**config.mk**
```make
export PLATFORM = sky130hd
export DESIGN_NAME = macc_seq_ctrl
export DESIGN_NICKNAME = d
export VERILOG_FILES = /design/src/rtl/macc_seq_ctrl.sv
export SDC_FILE = /design/constraint.sdc
export NUM_CORES = 1
export LEC_CHECK = 0
export BUFFER_PORTS_ARGS = -buffer_cell sky130_fd_sc_hd__clkbuf_2
export CORE_ASPECT_RATIO = 1.75
export CORE_MARGIN = 10
export CORE_UTILIZATION = 44
export DETAILED_ROUTE_END_ITERATION = 10
export PLACE_DENSITY_LB_ADDON = 0.08
export SYNTH_ARGS = -nofsm -noshare
export SYNTH_HDL_FRONTEND = slang
export SYNTH_SLANG_ARGS = --single-unit
```
**constraint.sdc**
```tcl
create_clock -name clk -period 4.6 [get_ports clk]
set_clock_uncertainty 0.1 [all_clocks]
set_input_delay 1.38 -clock clk [delete_from_list [all_inputs] [get_ports clk]]
set_output_delay 1.38 -clock clk [all_outputs]
set_load 0.005 [all_outputs]
```
**src/rtl/macc_seq_ctrl.sv**
```systemverilog
// Job sequencer for one fixed-latency MACC slice: streams operand pairs, marks the first term,
// tracks pipeline latency and holds the final sum under a valid/ready handshake.
// Optional build macro: MACC_SEQ_RELU_EN clamps negative results (including the bias-only path) to zero.
//
// Handshakes: a transfer occurs on the rising edge where both valid and ready are high; ready is a
// registered output that never depends combinationally on valid, and res_data is stable while res_valid=1.
module macc_seq_ctrl #(
    parameter int SIZEIN   = 16,
    parameter int SIZEOUT  = 40,
    parameter int CNT_W    = 16,
    parameter int MACC_LAT = 3
) (
    input  logic                      clk,
    input  logic                      rst,
    input  logic                      start_valid,
    output logic                      start_ready,
    input  logic [CNT_W-1:0]          num_terms,
    input  logic signed [SIZEIN-1:0]  bias,
    input  logic                      op_valid,
    output logic                      op_ready,
    input  logic signed [SIZEIN-1:0]  op_a,
    input  logic signed [SIZEIN-1:0]  op_b,
    output logic signed [SIZEIN-1:0]  macc_a,
    output logic signed [SIZEIN-1:0]  macc_b,
    output logic signed [SIZEIN-1:0]  macc_bias,
    output logic                      macc_accum_rst,
    input  logic signed [SIZEOUT-1:0] macc_accum_out,
    output logic                      res_valid,
    input  logic                      res_ready,
    output logic signed [SIZEOUT-1:0] res_data,
    output logic                      busy,
    output logic [1:0]                o_dbg_state
);

    typedef enum logic [1:0] {
        S_IDLE  = 2'd0,
        S_RUN   = 2'd1,
        S_DRAIN = 2'd2,
        S_OUT   = 2'd3
    } state_t;

    state_t                    r_state;
    logic                      r_start_ready;
    logic                      r_op_ready;
    logic                      r_res_valid;
    logic                      r_busy;
    logic signed [SIZEOUT-1:0] r_res_data;
    logic signed [SIZEIN-1:0]  r_macc_a;
    logic signed [SIZEIN-1:0]  r_macc_b;
    logic signed [SIZEIN-1:0]  r_macc_bias;
    logic                      r_macc_rst;
    logic                      r_first;
    logic [CNT_W-1:0]          r_remaining;
    logic [MACC_LAT:0]         r_last_pipe;

    logic                      w_start_fire;
    logic                      w_op_fire;
    logic                      w_last_fire;
    logic                      w_res_fire;
    logic [SIZEOUT-1:0]        w_bias_ext;

    assign w_start_fire = r_start_ready & start_valid;
    assign w_op_fire    = r_op_ready & op_valid;
    assign w_last_fire  = w_op_fire & (r_remaining == CNT_W'(1));
    assign w_res_fire   = r_res_valid & res_ready;
    assign w_bias_ext   = {{(SIZEOUT-SIZEIN){bias[SIZEIN-1]}}, bias};

    function automatic logic [SIZEOUT-1:0] shape_result(input logic [SIZEOUT-1:0] x);
`ifdef MACC_SEQ_RELU_EN
        return x[SIZEOUT-1] ? '0 : x;
`else
        return x;
`endif
    endfunction

    always_ff @(posedge clk or posedge rst) begin
        if (rst) begin
            r_state       <= S_IDLE;
            r_start_ready <= 1'b1;
            r_op_ready    <= 1'b0;
            r_res_valid   <= 1'b0;
            r_busy        <= 1'b0;
            r_res_data    <= '0;
            r_macc_a      <= '0;
            r_macc_b      <= '0;
            r_macc_bias   <= '0;
            r_macc_rst    <= 1'b0;
            r_first       <= 1'b0;
            r_remaining   <= '0;
            r_last_pipe   <= '0;
        end else begin
            // Stage 0 lines up with the operands on macc_a/macc_b; the top stage lines up with their sum.
            r_last_pipe <= {r_last_pipe[MACC_LAT-1:0], w_last_fire};
            r_macc_a    <= '0;
            r_macc_b    <= '0;
            r_macc_rst  <= 1'b0;

            case (r_state)
                S_IDLE: begin
                    if (w_start_fire) begin
                        r_macc_bias   <= bias;
                        r_remaining   <= num_terms;
                        r_first       <= 1'b1;
                        r_start_ready <= 1'b0;
                        r_busy        <= 1'b1;
                        if (num_terms == '0) begin
                            r_res_data  <= shape_result(w_bias_ext);
                            r_res_valid <= 1'b1;
                            r_state     <= S_OUT;
                        end else begin
                            r_op_ready <= 1'b1;
                            r_state    <= S_RUN;
                        end
                    end
                end
                S_RUN: begin
                    if (w_op_fire) begin
                        r_macc_a    <= op_a;
                        r_macc_b    <= op_b;
                        r_macc_rst  <= r_first;
                        r_first     <= 1'b0;
                        r_remaining <= r_remaining - CNT_W'(1);
                        if (w_last_fire) begin
                            r_op_ready <= 1'b0;
                            r_state    <= S_DRAIN;
                        end
                    end
                end
                S_DRAIN: begin
                    if (r_last_pipe[MACC_LAT]) begin
                        r_res_data  <= shape_result(macc_accum_out);
                        r_res_valid <= 1'b1;
                        r_state     <= S_OUT;
                    end
                end
                S_OUT: begin
                    if (w_res_fire) begin
                        r_res_valid   <= 1'b0;
                        r_busy        <= 1'b0;
                        r_start_ready <= 1'b1;
                        r_state       <= S_IDLE;
                    end
                end
                default: begin
                    r_state <= S_IDLE;
                end
            endcase
        end
    end

    assign start_ready    = r_start_ready;
    assign op_ready       = r_op_ready;
    assign res_valid      = r_res_valid;
    assign busy           = r_busy;
    assign res_data       = r_res_data;
    assign macc_a         = r_macc_a;
    assign macc_b         = r_macc_b;
    assign macc_bias      = r_macc_bias;
    assign macc_accum_rst = r_macc_rst;
    assign o_dbg_state    = r_state;

endmodule
```
; ---- Word level (Yosys, flattened, before mapping)
; Cells that the tools add are included.
[classes]
n_addsub = 1
eq_ne = 11
mux = 37
bitwise_logic = 4
reduce_logical = 13
[ops]
columns = operator, n
row1 = $mux W40, 3
row2 = $mux W16, 6
row3 = $pmux W40 S2, 1
row4 = $pmux W16 S2, 1
row5 = $eq A16 B1 Y1 const B, 1
row6 = $logic_not A16 Y1, 1
row7 = $sub A16 B1 Y16 const B, 1
row8 = $reduce_and A5 Y1, 3
row9 = $mux W1, 14
row10 = $ne A2 B2 Y1 const B, 7
row11 = $mux W2, 6
row12 = $pmux W1 S2, 4
row13 = $pmux W2 S4, 1
row14 = $reduce_and A3 Y1, 2
row15 = $reduce_bool A2 Y1, 3
row16 = $and A1 B1 Y1, 4
row17 = $eq A2 B2 Y1 const B, 2
row18 = $reduce_and A4 Y1, 1
row19 = $pmux W1 S3, 1
row20 = $reduce_bool A3 Y1, 1
row21 = $eq A2 B1 Y1 const B, 1
row22 = $logic_not A2 Y1, 1
row23 = $reduce_and A2 Y1, 1
[word_totals]
reg_bits = 116
output_inout_bits = 95

; ---- Depth between registers and ports, before layout
; Gate-level depths: netlist (run 1).
[depth]
word_depth = 5
ltp_mapped = 10

; ---- Worst setup path before layout (run 1)
; OpenSTA, ideal clock, no wires.
[synth_path]
path_type = input-to-reg
from = in num_terms[3]
to = reg r_res_data[0] (netlist: res_data[0])
setup_time_ns = 0.124
arrival_time_ns = 2.405
setup_slack_ns = 1.972
stages = 7
path_buffers = 2
cell_sequence = nor4_1 -> nand4_1 -> a21o_1 -> clkbuf_1 -> buf_2 -> nand2_1 -> o21ai_1
[synth_between]
elab_chain_len = 3
[synth_rtl]
columns = element, line
row1 = "start, declared", 17  ; input logic [CNT_W-1:0] num_terms,
row2 = $logic_not A16 Y1, 106  ; if (num_terms == '0) begin
row3 = $ne A2 B2 Y1 (no source line), --
row4 = $reduce_and A4 Y1 (no source line), --
row5 = "end signal, assigned", 107  ; r_res_data <= shape_result(w_bias_ext);
row6 = "end signal, assigned", 131  ; r_res_data <= shape_result(macc_accum_out);
row7 = "end, declared", 47  ; logic signed [SIZEOUT-1:0] r_res_data;
; Every way passes these cells.
; A chain may end at the register's enable or synchronous reset.

; ---- Worst setup path after layout (run 1)
[layout_path]
from = in num_terms[3]
to = reg r_res_data[30] (netlist: res_data[30])
; The elaborated chain is that of the path after synthesis.

==> metrics.md, run 1 <==
| Metric | Value |
|---|---|
| Status | `finished, final reports clean` |
| Actual slew at the worst max-slew pin | `1100 ps` |
| Detailed Place HPWL | `11000 µm` |
| Synth Net Count | `585` |
| Final Hold Viols | `0` |
| Pwr/cell area | `719 nW/µm²` |
| Share of async-settable or async-resettable flops after synthesis | `100%` |
| Hold_buf cts | `0` |
| CP max stage cell | `a21o_2` |
| Pins over their slew limit | `0` |
| Number of synthesized flops with an enable pin | `0` |
| Crit path capture type | `flop` |
| Maximum clock path buffer count | `2` |
| Overall Power | `4.85 mW` |
| Post-synthesis cell count | `469` |
| Starting density of the core | `44.9%` |
| Most frequent cells in the layout | `203 x clkbuf_2, 115 x dfrtp_1, 56 x nand2_1` |
| Final period util | `68.0%` |
| Antenna Violating Nets Remaining | `0` |
| CTS tree | `yes` |
| Postcts setup bufs | `0` |
| Setup slack after layout | `1470 ps` |
| Routed vias/inst | `5.11` |
| Routed wire length | `14500 µm` |
| CP Cell Sequence | `clkbuf_2, nor4_1, nand4_1, a21o_2, buf_4, nand2_1, o21ai_1` |
| First DRT Iteration DRCs | `131` |
| Max rail drop VDD | `0.337 mV` |
| DRT Pass-1 Iters | `4` |
| Largest net degree at the start of global routing | `74` |
| TritonCTS Sinks | `116` |
| Sequential fraction of the synthesis area | `58.2%` |
| IO Port Bufs | `203` |
| Worst r2r path cells | `6` |
| Final nets | `783` |
| DRC | `0` |
| Finished Layout Cells | `812` |
| Clock transition at path regs | `50 ps` |
| Rows | `51` |
| Hold slack | `249 ps` |
| RSZ-0062 raised after global routing | `no` |
| Layout cells sized above 1 | `39.0%` |
| Setup_tns | `0 ps` |
| First-pass GRT wire length | `23000 µm` |
| Chip Height | `161 µm` |
| Maxcap violations | `0` |
| Worst-Skew Late Latency | `400 ps` |
| Cell count after placement | `780` |
| Final setup viols | `0` |
| Leakage | `3.42 nW` |
| Area added between synthesis and finish | `35.2%` |
| GPL Wtd Cong | `0.777` |
| Initial antenna violation count | `0` |
| Fmax | `320 MHz` |
| Yosys warnings | `0` |
| Area of the core | `11100 µm²` |
| Hold depth | `0` |
| Die width | `101 µm` |
| Crit path time final | `3130 ps` |
| CTS root buf | `clkbuf_16` |
| Startpoint types | `input port` |
| GRT Overall Usage | `17.8%` |
| Vias in the first global route | `4363` |
| I/O pins | `204` |
| Mean area per synthesized cell | `10.6 µm²` |
| Cell variety after synth | `46` |
| Die area | `16200 µm²` |
| Flops & latches, synth | `116` |
| Mapped cell area | `4990 µm²` |
| CTS resizes | `0` |
| Vias | `4148` |
| CP bufs+invs | `2` |
| CTS Buf Count | `17` |
| GRT Residual Overflow | `0` |
| Delay-heaviest family, CP | `simple AND/OR/NAND/NOR gates` |
| WP depth | `7` |
| Critical path type | `in2reg` |
| Average wire per standard cell | `17.8 µm` |
| Leading cell type in the layout, fill and taps excluded | `clkbuf_2` |
| Slew headroom | `26.2%` |
| Crit path DAT | `3300 ps` |
| Antenna diodes | `0` |
| H-Tree Depth | `4` |
| CP Data Required Time | `4770 ps` |
| Crit path max fanout | `53` |
| Main synth FF type | `dfrtp_1` |
| Hold WC Path Type | `reg2reg` |
| Setup WS pre-CTS | `1030 ps` |
| Largest stage delay on the critical path | `570 ps` |
-- sequential cells by signal, indices dropped and copies added, names as in the netlist --
name            flops
o_dbg_state         2
r_first             1
r_last_pipe         4
r_remaining        16
macc_a             16
macc_bias          16
macc_b             16
busy                1
macc_accum_rst      1
start_ready         1
res_data           40
res_valid           1
op_ready            1
-- kinds of logic (layout without fill, tap and decap cells) --
family,Yosys count,after routing,synth area share (%)
AO/OA/AOI/OAI,131,131,14.6
adder cells (fa/ha/maj),7,7,1.76
buffers and inverters,40,251,3.28
flip-flops,116,116,58.2
multiplexers,36,36,7.62
AND/OR/NAND/NOR,139,139,14.6
-- through the flow --
step	cell area, µm²	util [%]
6_report	6750	60.8
5_1_grt	6750	60.8
4_1_cts	6750	60.8
3_5_place_dp	6110	55.0
3_3_place_gp	6110	55.0
2_1_floorplan	4990	-
-- worst paths after layout --
check / from / endpoint / slack (ps)
setup / recovery: num_terms[3] / res_data[30] / 1470
min in group asynchronous: rst / macc_a[2] / 1060
hold / removal: r_last_pipe[2] / r_last_pipe[3] / 250
setup reg to reg: o_dbg_state[1] / o_dbg_state[0] / 1970
max in group asynchronous: rst / macc_a[6] / 2460
hold reg to reg: r_last_pipe[2] / r_last_pipe[3] / 250
-- cells in the mapped netlist, drive strengths merged, types with 6 or more instances --
master,instances,area [µm²]
nor4,6,37.5
a21oi,56,288
mux2,16,180
dfrtp,115,2880
nor2,17,63.8
ha,7,87.6
o21ai,54,270
and2,33,206
clkbuf,19,71.3
inv,8,30.0
mux2i,20,200
nand3,6,30.0
buf,13,62.6
nand2,57,216
-- report_power, final --
group          internal (mW)  leakage (nW)  switching [mW]
Clock                  0.927         0.304           0.469
Combinational          0.749          1.67            1.02
Sequential              1.43          1.45           0.254
Total                   3.10          3.42            1.75
-- layout make-up --
type | count | area (µm²)
clock buffer | 18 | 439
sequential | 116 | 2900
multi-input combinational | 313 | 1930
clock inverter | 14 | 200
tap | 132 | 165
timing repair buffer | 211 | 1080
fill | 998 | 4360
inverter | 8 | 32.5
-- routing by layer --
metal | routed length (µm) | GRT usage [%] | part of all wire, %
met2 | 7560 | 30.4 | 52
met5 | 0 | 0 | 0
met1 | 5390 | 18.9 | 37
met4 | 285 | 7.68 | 2.0
met3 | 1240 | 6.83 | 8.6
-- worst reg2reg max path, stage by stage, from the launching register on --
cell and delay (ps):
dfrtp_1 430, inv_1 140, ha_1 570, buf_4 390, inv_1 270, o211ai_1 410
mux2i_1 230
(Power assumes the default switching activity.)
==> run 2, diff against run 1 <==
ABC_AREA = 1   (was unset)
CORE_UTILIZATION = 45   (was 44)
clock period = 2.7 ns   (was 4.6 ns; I/O delays follow)
==> run 2 against run 1 <==
Against the previous run: flip-flop and latch count is the same; final cell count grew 20%; critical path depth grew 2; clock power grew 58%; first-iteration DRC count grew 90%; area after synthesis grew 8.5%; combinational power shrank 90%; core utilization shrank 0.59 points; largest cell class unchanged; highest routed layer unchanged.
==> metrics.md, run 2 <==
| Metric | Value |
|---|---|
| Top cells by area, synth | `dfrtp_1 53%, nand2_1 13%, o21ai_2 7.0%, nor2_1 6.1%, inv_1 4.0%` |
| Maximum clock path buffer count | `2 (unchanged)` |
| Crit path DAT | `2370 ps (-930 ps)` |
| Average wire per standard cell | `16.0 µm (-10%)` |
| Status | `finished, final reports clean` |
| Overall Power | `4.13 mW (-15%)` |
| Worst-Skew Late Latency | `410 ps (about the same)` |
| Most frequent cell after synthesis | `nand2_1` |
| Slew headroom | `64.5% (+38 points)` |
| Antenna diodes | `0 (unchanged)` |
| Most frequent cells in the layout | `203 x clkbuf_2, 184 x nand2_1, 115 x dfrtp_1` |
| Flops & latches, synth | `116 (unchanged)` |
| Clock transition at path regs | `60 ps (about the same)` |
| Fmax | `471 MHz` |
| First DRT Iteration DRCs | `249 (+90%)` |
| Crit path max fanout | `18 (-66%)` |
| Max reg flops | `40 (unchanged)` |
| IO Port Bufs | `203 (unchanged)` |
| GRT Overall Usage | `18.3% (+0.47 points)` |
| Chip Height | `165 µm (+2.6%)` |
| Area leader, netlist | `dfrtp_1` |
| H-Tree Depth | `4 (unchanged)` |
| Crit path time final | `2120 ps` |
| DRC | `0 (unchanged)` |
| Postcts setup bufs | `0 (unchanged)` |
| Die width | `103 µm (+2.4%)` |
| Layout cells sized above 1 | `35.8% (-3.2 points)` |
| Area added between synthesis and finish | `32.0%` |
| Mapped cell area | `5410 µm² (+8.5%)` |
| Post-synth top area share | `53.2% (-4.5 points)` |
| Number of synthesized flops with an enable pin | `0 (unchanged)` |
| Setup_tns | `0 ps (unchanged)` |
| Hold WC Path Type | `reg2reg` |
| Vias in the first global route | `4912 (+13%)` |
| Post-synthesis cell count | `618 (+32%)` |
| Pins over their slew limit | `0 (unchanged)` |
| I/O pins | `204 (unchanged)` |
| Maxcap violations | `0 (unchanged)` |
| Crit path capture type | `flop` |
| Yosys warnings | `0 (unchanged)` |
| CTS resizes | `0 (unchanged)` |
| Actual slew at the worst max-slew pin | `531 ps (-571 ps)` |
| CTS Buf Count | `17 (unchanged)` |
| Largest stage delay on the critical path | `470 ps (-100 ps)` |
| Max rail drop VDD | `0.474 mV (+40%)` |
| GPL Wtd Cong | `0.812 (+4.6%)` |
| Final Hold Viols | `0 (unchanged)` |
| CTS tree | `yes` |
| Synth top cells by count | `184 x nand2_1, 115 x dfrtp_1, 88 x nor2_1` |
| Detailed Place HPWL | `12100 µm (+11%)` |
| CP Data Required Time | `2950 ps (-1820 ps)` |
| CP Cell Sequence | `inv_1, ha_1, inv_1, nand2_1, a21oi_4, inv_4, nor2_1, nand2_1, nand2_1` |
| DRT Pass-1 Iters | `4 (unchanged)` |
| Largest net degree at the start of global routing | `81 (+9.5%)` |
| Leakage | `3.97 nW (+16%)` |
| Antenna Violating Nets Remaining | `0 (unchanged)` |
| Vias | `4774 (+15%)` |
| Most used cell, CP | `nand2_1` |
| Initial antenna violation count | `0 (unchanged)` |
| Share of async-settable or async-resettable flops after synthesis | `100% (unchanged)` |
| Critical path type | `reg2reg` |
| First-pass GRT wire length | `24400 µm (+5.8%)` |
| Main synth FF type | `dfrtp_1` |
| Sequential fraction of the synthesis area | `53.7% (-4.5 points)` |
| Final period util | `78.7%` |
| Startpoint types | `flop` |
| RSZ-0062 raised after global routing | `no` |
| Routed wire length | `15600 µm (+8.0%)` |
| CP max stage cell | `a21oi_4` |
| Area of the core | `11900 µm² (+6.9%)` |
| Routed vias/inst | `4.89 (-4.2%)` |
| Starting density of the core | `45.6% (+0.65 points)` |
| Final nets | `942 (+20%)` |
| CTS root buf | `clkbuf_16` |
| Cell variety after synth | `31 (-33%)` |
| Synth Net Count | `734 (+25%)` |
| Hold_buf cts | `0 (unchanged)` |
| TritonCTS Sinks | `116 (unchanged)` |
| Final setup viols | `0 (unchanged)` |
| Pwr/cell area | `578 nW/µm² (-19%)` |
| Mean area per synthesized cell | `8.76 µm² (-18%)` |
| Leading cell type in the layout, fill and taps excluded | `clkbuf_2` |
| Die area | `17000 µm² (+5.1%)` |
| GRT Residual Overflow | `0 (unchanged)` |
| Rows | `53 (+3.9%)` |
## run 2: final cells by class
cell class / instances / area, µm²
clock buffers: 18 / 429
fillers: 1076 / 4730
repair buffers: 215 / 1140
flip-flops and latches: 116 / 2900
clock inverters: 14 / 153
well taps: 137 / 171
multi-input cells: 416 / 2110
inverters: 60 / 231
## run 2: logic make-up after synthesis
group / after synthesis / synth area share, %
AO/OA/AOI/OAI: 97 / 12.6
XOR/XNOR: 1 / 0.162
AND/OR/NAND/NOR: 296 / 21.6
multiplexers: 15 / 2.77
buffers and inverters: 86 / 7.51
flip-flops: 116 / 53.7
adder cells (fa/ha/maj): 7 / 1.62
## run 2: metal layers
metal | global-route usage (%) | share of wire (%) | wire length, µm | vias to the layer above
met4 | 7.75 | 2.8 | 433 | 0
met2 | 32.8 | 54 | 8420 | 153
li1 | - | - | - | 2353
met5 | 0 | 0 | 0 | -
met1 | 19.2 | 37 | 5810 | 2241
met3 | 5.41 | 6.3 | 980 | 27
## run 2: critical path: cells and delay by family, from the launching register on
family | cells | cell delay [ps]
flip-flops | 1 | 440
AO/OA/AOI/OAI | 1 | 470
buffers and inverters | 3 | 400
adder cells (fa/ha/maj) | 1 | 300
AND/OR/NAND/NOR | 4 | 350
## run 2: stage by stage
step	hold slack, ps	util (%)	setup WS (ps)	instance area, µm²	std cells
floorplan	231	-	377	5420	618
global placement	235	55.3	466	6560	944
detailed placement	239	55.3	455	6560	944
CTS	248	60.2	573	7140	976
global route	264	60.2	386	7140	976
finish	247	60.2	576	7140	976
## run 2: report_power, final
group          leakage, nW  internal, mW  total (mW)  switching, mW
clock                0.274          1.37        2.21          0.844
combinational         2.13        0.0797       0.181          0.101
sequential            1.57          1.74        1.74              0
## run 2: path summary, 6_finish.rpt
check | cells after the start | endpoint | from | slack (ps)
min in group asynchronous | 2 | r_remaining[2] | rst | 330
setup / recovery | 9 | r_remaining[9] | o_dbg_state[0] | 580
hold reg to reg | 0 | r_last_pipe[3] | r_last_pipe[2] | 250
setup reg to reg | 9 | r_remaining[9] | o_dbg_state[0] | 580
hold / removal | 0 | r_last_pipe[3] | r_last_pipe[2] | 250
max in group asynchronous | 3 | macc_b[13] | rst | 1570
